### src/rtl/moore_seq_tx.sv
// rtl/moore_seq_tx.sv - Moore serial pattern transmitter, MSB-first, repeats with idle gaps.
// Optional even-parity bit per frame when MOORE_SEQ_TX_PARITY_EN is defined.
module moore_seq_tx #(
   parameter int W          = 8,
   parameter int GAP_CYCLES = 2
) (
   input  logic         CLK,
   input  logic         RST_N,
   input  logic         LOAD_VALID,
   output logic         LOAD_READY,
   input  logic [W-1:0] PATTERN,
   input  logic [7:0]   REPEAT,
   output logic         I,
   output logic         FRAME,
   output logic         DONE,
   output logic         Qa,
   output logic         Qb
);

   localparam int BW = $clog2(W + 1);
   localparam int GW = (GAP_CYCLES > 0) ? $clog2(GAP_CYCLES + 1) : 1;
   localparam logic [BW-1:0] BIT_LAST = BW'(W - 1);
   localparam logic [GW-1:0] GAP_LAST = GW'((GAP_CYCLES > 0) ? GAP_CYCLES - 1 : 0);

   typedef enum logic [1:0] {
      S_IDLE  = 2'b00,
      S_SHIFT = 2'b01,
      S_GAP   = 2'b10,
      S_DONE  = 2'b11
   } state_t;

   state_t          state;
   logic [W-1:0]    sreg;
   logic [W-1:0]    hold;
   logic [7:0]      rep_cnt;
   logic [BW-1:0]   bit_cnt;
   logic [GW-1:0]   gap_cnt;
   logic            frame_end;

`ifdef MOORE_SEQ_TX_PARITY_EN
   logic            par_phase;

   // Frame ends on the parity cycle that follows the last pattern bit.
   assign frame_end = par_phase;
`else
   assign frame_end = (bit_cnt == '0);
`endif

   always_ff @(posedge CLK or negedge RST_N) begin
      if (!RST_N) begin
         state   <= S_IDLE;
         sreg    <= '0;
         hold    <= '0;
         rep_cnt <= '0;
         bit_cnt <= '0;
         gap_cnt <= '0;
`ifdef MOORE_SEQ_TX_PARITY_EN
         par_phase <= 1'b0;
`endif
      end else begin
         case (state)
            S_IDLE: begin
               if (LOAD_VALID) begin
                  sreg    <= PATTERN;
                  hold    <= PATTERN;
                  rep_cnt <= REPEAT;
                  bit_cnt <= BIT_LAST;
                  state   <= S_SHIFT;
               end
            end
            S_SHIFT: begin
               if (!frame_end) begin
`ifdef MOORE_SEQ_TX_PARITY_EN
                  if (bit_cnt == '0) begin
                     par_phase <= 1'b1;
                     sreg      <= {^hold, {(W-1){1'b0}}};
                  end else begin
                     sreg    <= sreg << 1;
                     bit_cnt <= bit_cnt - 1'b1;
                  end
`else
                  sreg    <= sreg << 1;
                  bit_cnt <= bit_cnt - 1'b1;
`endif
               end else begin
`ifdef MOORE_SEQ_TX_PARITY_EN
                  par_phase <= 1'b0;
`endif
                  if (rep_cnt == '0) begin
                     state <= S_DONE;
                  end else begin
                     rep_cnt <= rep_cnt - 1'b1;
                     sreg    <= hold;
                     bit_cnt <= BIT_LAST;
                     if (GAP_CYCLES == 0) begin
                        state <= S_SHIFT;
                     end else begin
                        state   <= S_GAP;
                        gap_cnt <= GAP_LAST;
                     end
                  end
               end
            end
            S_GAP: begin
               if (gap_cnt == '0) begin
                  state <= S_SHIFT;
               end else begin
                  gap_cnt <= gap_cnt - 1'b1;
               end
            end
            default: begin
               state <= S_IDLE;
            end
         endcase
      end
   end

   assign LOAD_READY = (state == S_IDLE);
   assign FRAME      = (state == S_SHIFT);
   assign I          = FRAME & sreg[W-1];
   assign DONE       = (state == S_DONE);
   assign Qa         = state[1];
   assign Qb         = state[0];

endmodule

### config.mk
export PLATFORM = sky130hd
export DESIGN_NAME = moore_seq_tx
export DESIGN_NICKNAME = d
export VERILOG_FILES = /design/src/rtl/moore_seq_tx.sv
export SDC_FILE = /design/constraint.sdc
export NUM_CORES = 1
export LEC_CHECK = 0
export BUFFER_PORTS_ARGS = -buffer_cell sky130_fd_sc_hd__clkbuf_2
export CAP_MARGIN = 20
export CORE_AREA = 2 2 86 68
export CTS_CLUSTER_DIAMETER = 100
export DETAILED_ROUTE_END_ITERATION = 16
export DIE_AREA = 0 0 88 70
export MAX_ROUTING_LAYER = met4
export PLACE_DENSITY = 0.48
export SLEW_MARGIN = 20
export SYNTH_ARGS = -nofsm -noshare
export SYNTH_HDL_FRONTEND = slang
export SYNTH_SLANG_ARGS = --single-unit
### constraint.sdc
create_clock -name CLK -period 2.3 [get_ports CLK]
set_clock_uncertainty 0.05 [all_clocks]
set_input_delay 0.23 -clock CLK [delete_from_list [all_inputs] [get_ports CLK]]
set_output_delay 0.23 -clock CLK [all_outputs]
set_load 0.05 [all_outputs]
=== Yosys cells after proc, flatten, opt, wreduce, memory -nomap -nowiden ===
Cells that the tools add are included.

* Input bits: 19
* Flip-flop bits (word level): 32

* Reduce and logical (&&, ||, !) cells: 11
* $add $sub $neg: 3
* Bitwise operators: 1
* Multiplexer cells: 21
* Equal/unequal tests: 9

{| class="wikitable"
|+ Operators by type and width
! kind !! number
|-
| 2-to-1 mux 8 bit || 6
|-
| one-hot mux 8 bit (2 select lines) || 2
|-
| 2-to-1 mux 2 bit || 6
|-
| 2-to-1 mux 4 bit || 3
|-
| logical NOT 8 bit || 1
|-
| != test 2 bit, second input constant || 4
|-
| one-hot mux 4 bit (2 select lines) || 1
|-
| AND reduction 4 bit || 2
|-
| subtractor 8 x 1 -> 8 bit, second input constant || 1
|-
| one-hot mux 2 bit (3 select lines) || 1
|-
| AND reduction 3 bit || 2
|-
| equality test 2 bit, second input constant || 2
|-
| logical NOT 2 bit || 2
|-
| logical NOT 4 bit || 1
|-
| one-hot mux 2 bit (2 select lines) || 1
|-
| nonzero test 2 bit || 2
|-
| subtractor 4 x 1 -> 4 bit, second input constant || 1
|-
| != test 3 bit, second input constant || 1
|-
| equality test 2 x 1 -> 1 bit, second input constant || 1
|-
| != test 2 x 1 -> 1 bit, second input constant || 1
|-
| AND reduction 2 bit || 1
|-
| subtractor 2 x 1 -> 2 bit, second input constant || 1
|-
| AND 1 bit || 1
|-
| 2-to-1 mux 1 bit || 1
|}

=== Depth between registers and ports, before layout ===
* Depth after elaboration: 4
* Gate-level depth with buffers: 7

=== Worst setup path after synthesis ===
No wires, ideal clock.

* Path type: flip-flop to flip-flop
* Start: register state[0]
* End: register hold[3]
* Setup slack: -0.142 ns
* Period minus slack after synthesis: 2.442 ns
* Arrival time: 2.267 ns
* Stages on the path, launching flop included: 6
* Data required time: 2.125 ns
* Setup time: 0.125 ns
* Cell sequence: dfrtp_1 -> buf_2 -> nor2_1 -> and2_1 -> buf_2 -> mux2_2

* Longest elaborated chain between the ends: 2

{| class="wikitable"
|+ Ends and longest elaborated chain
! what !! line !! text
|-
| from (decl) || 32 || <nowiki>state_t state;</nowiki>
|-
| from (signal assigned) || 51 || <nowiki>state <= S_IDLE;</nowiki>
|-
| from (signal assigned) || 68 || <nowiki>state <= S_SHIFT;</nowiki>
|-
| from (signal assigned) || 90 || <nowiki>state <= S_DONE;</nowiki>
|-
| logical NOT 2 bit || -- ||
|-
| via LOAD_READY || 10 || <nowiki>output logic LOAD_READY,</nowiki>
|-
| AND reduction 2 bit (no source line) || -- ||
|-
| to (signal assigned) || 53 || <nowiki>hold <= '0;</nowiki>
|-
| to (signal assigned) || 65 || <nowiki>hold <= PATTERN;</nowiki>
|-
| to (decl) || 34 || <nowiki>logic [W-1:0] hold;</nowiki>
|}

The timed path passes the listed nets, and every way through them passes these cells.
A chain may end at the register's enable or synchronous reset.

=== Final worst setup path ===
* Start: register bit_cnt[0]
* End: register sreg[4]

* Longest elaborated chain between the ends: 3
* Elaborated cells on any way between the ends: 5
* Those cells by class: eq/ne: 1; mux: 2; reduce/logical: 2

{| class="wikitable"
|+ Ends and longest elaborated chain
! what !! line !! text
|-
| from (decl) || 36 || <nowiki>logic [BW-1:0] bit_cnt;</nowiki>
|-
| from (signal assigned) || 83 || <nowiki>bit_cnt <= bit_cnt - 1'b1;</nowiki>
|-
| logical NOT 4 bit (*) || 46 || <nowiki>assign frame_end = (bit_cnt == '0);</nowiki>
|-
| != test 3 bit (no source line) / 2-to-1 mux 8 bit (equally long branches) || -- ||
|-
| AND reduction 3 bit (no source line) / one-hot mux 8 bit (2 select lines) (equally long branches) || -- ||
|-
| to (signal assigned) || 82 || <nowiki>sreg <= sreg << 1;</nowiki>
|-
| to (signal assigned) || 93 || <nowiki>sreg <= hold;</nowiki>
|-
| to (decl) || 33 || <nowiki>logic [W-1:0] sreg;</nowiki>
|}

Every way passes the cells marked *; elsewhere a longest branch is shown, timed or not.

==> metrics.md <==
| Metric | Value |
|---|---|
| Worst Tran Pin Value | `0.834 ns` |
| Chip Height | `70 um` |
| Max Clock Freq | `483 MHz` |
| Post-DP HPWL | `2.86 mm` |
| Layout Cells excl Fill | `283` |
| GRT Overall Usage | `0.153` |
| Hold-fix buffers at CTS | `0` |
| Worst-skew pair later-pin latency | `0.28 ns` |
| GR Overflow Total | `0` |
| Root buffer cell | `clkbuf_8` |
| Synth cell types | `42` |
| Cell family with most CP delay | `compound AO/OA/AOI/OAI gates` |
| I/O Buffers | `24` |
| Slew headroom | `0.444` |
| WP data required | `2.42 ns` |
| CP Class | `reg2reg` |
| Leading cell type in the layout, fill and taps excluded | `dfrtp_1` |
| Die Width | `88 um` |
| CP max-delay cell | `a41o_1` |
| Most used DFF post-synth | `dfrtp_1` |
| Worst-path clk slew | `0.08 ns` |
| Crit. End Element | `flop` |
| Slew Viols, Final | `0` |
| Cells after Synth | `179` |
| Via density | `5.08` |
| Yosys top cell area share | `0.446` |
| Initial antenna violation count | `0` |
| Remaining DRCs | `0` |
| Final setup violation count | `0` |
| 1st-iter DRT viols | `68` |
| Synth area leaders | `dfrtp_1 45%, mux2i_1 4.5%, a21o_1 3.8%` |
| Postcts setup bufs | `0` |
| Number of flops mapped to enable cells by yosys | `0` |
| Largest net degree at the start of global routing | `33` |
| Slowest stage delay, CP | `0.56 ns` |
| PostCTS Resize Cnt | `0` |
| Number of global-route vias before repair | `1,450` |
| Area grow syn2layout | `17.0%` |
| Crit-path cells | `inv_1, ha_1, and4bb_1, a41o_1, buf_4, a211oi_1, a21o_1` |
| Worst Path Buf+Inv | `2` |
| Post-Syn Area per Cell | `10.0 um2` |
| Kind of start point of the critical path | `flop` |
| Synthesized area | `1790 um2` |
| Full die area | `6160 um2` |
| Std cell rows | `24` |
| Max Cap Viol | `0` |
| Sum Neg Setup Slack | `0 ns` |
| TritonCTS Buffers | `5` |
| Placed Area | `1990 um2` |
| Maximum vdd drop | `0.000419 V` |
| CTS tree | `yes` |
| Total number of vias | `1,438` |
| Layout Nets | `227` |
| Ports | `25` |
| RSZ-0062 raised after global routing | `no` |
| CTS Buffer Depth | `2` |
| Most frequent cells in the layout | `32 x dfrtp_1, 24 x clkbuf_2, 13 x nor2_1` |
| Synth area leader | `dfrtp_1` |
| Post-Syn Nets | `202` |
| Routed WL per cell | `14.6 um` |
| DP Cell Count | `275` |
| First-pass DRT Iterations | `4` |
| Crit share post-route | `0.901` |
| Final Wtd Congestion | `0.747` |
| Crit path max fanout | `17` |
| Outcome | `finished with violations` |
| Post-layout min period | `2.07 ns` |
| Failing checks | `negative hold slack` |
| Synth warn | `0` |
| Power Dens Cells | `1430 nW/um2` |
| Post-route cell area | `2100 um2` |
| Initial core utilization | `0.330` |
| Routed WL | `4.12 mm` |
| Async set-reset flop share out of synthesis | `1.00` |
| H-Tree Depth | `2` |
| Share of cells above drive strength 1 | `0.220` |
| Seq/Total Area, Yosys | `0.446` |
| Crit path DAT | `2.20 ns` |
| Hold Crit Class | `in2async` |
| Core Region | `5440 um2` |
| Leak Pwr | `1.02 nW` |
| Diode count | `0` |
| Filler instances | `551` |
| #FFs+latches synth | `32` |
| Clock sink count | `32` |
| First-pass GRT wire length | `7.16 mm` |
| Util after Layout | `0.386` |
| Final Hold Fails | `10` |
| Final ANT Viol Nets | `0` |
| Hold_ws | `-0.0124 ns` |
report_power, final:
group	total, W	switching (W)	internal, W
Sequential	0.00104	0.000211	0.000827
Clock	0.000532	0.000210	0.000322
Combinational	0.00142	0.000830	0.000595
state kept, by name, summed over array words and instances, names as in the netlist:
signal   flops
hold         8
rep_cnt      8
sreg         8
bit_cnt      4
gap_cnt      2
state        2
path summary, 6_finish.rpt:
| kind | start | to | slack (ns) | cells past startpoint |
|---|---|---|---|---|
| min in group CLK | PATTERN[4] | hold[4]$_DFFE_PN0P_ | 0.14 | 2 |
| max in group asynchronous | RST_N | bit_cnt[1]$_DFFE_PN0P_ | 1.68 | 1 |
| hold reg to reg | sreg[2]$_DFFE_PN0P_ | sreg[2]$_DFFE_PN0P_ | 0.43 | 1 |
| setup / recovery | bit_cnt[0]$_DFFE_PN0P_ | sreg[4]$_DFFE_PN0P_ | 0.23 | 7 |
| setup reg to reg | bit_cnt[0]$_DFFE_PN0P_ | sreg[4]$_DFFE_PN0P_ | 0.23 | 7 |
| hold / removal | RST_N | hold[5]$_DFFE_PN0P_ | -0.01 | 1 |
worst reg2reg max path: stages (launching register included):
cell	delay (ns)
dfrtp_1	0.41
inv_1	0.07
ha_1	0.22
and4bb_1	0.23
a41o_1	0.56
buf_4	0.24
a211oi_1	0.05
a21o_1	0.16
layer usage:
layer	GRT usage	routed length (um)	vias to the layer above	part of all wire
li1	-	-	704	-
met3	0.0355	112	4	0.027
met4	0.0342	29	0	0.0070
met2	0.218	1790	27	0.43
met1	0.223	2190	703	0.53
met5	-	0	-	0
cell usage after synthesis, types with 3 or more instances:
library cell and n:
mux2i_1 8, and2_1 3, o21ai_0 8, o21ai_1 4
inv_1 9, o2bb2ai_1 4, nand2_1 9, nor2_1 14
dfrtp_1 32, a21oi_1 11, a22o_1 3, buf_2 9
a211oi_1 7, nor3_1 5, mux2_1 6, ha_1 4
a21o_1 9
cell families (layout without fill, tap and decap cells):
family,Yosys count,count (layout),share of synthesized area
compound gates,56,56,0.215
simple gates,50,50,0.162
flops,32,32,0.446
buf+inv,21,47,0.0544
mux,16,16,0.0948
fa+ha+maj,4,4,0.0279
stage by stage:
step	setup WS [ns]	total power (W)	hold WS, ns
2_1_floorplan	0.111	0.00213	-0.116
3_3_place_gp	0.366	0.00242	0.324
3_5_place_dp	0.272	0.00247	0.331
4_1_cts	0.240	0.00302	0.0252
5_1_grt	0.0808	0.00326	0.0643
6_report	0.228	0.00299	-0.0124
cell type report:
class | instances | area, um2 | area share
multi-input combinational | 126 | 898 | 0.428
clock inverter | 2 | 35.0 | 0.0167
timing repair buffer | 29 | 158 | 0.0751
sequential | 32 | 801 | 0.381
tap | 78 | 97.6 | 0.0465
inverter | 10 | 37.5 | 0.0179
clock buffer | 6 | 72.6 | 0.0346
Note: power is estimated with default switching activity, not from simulation.
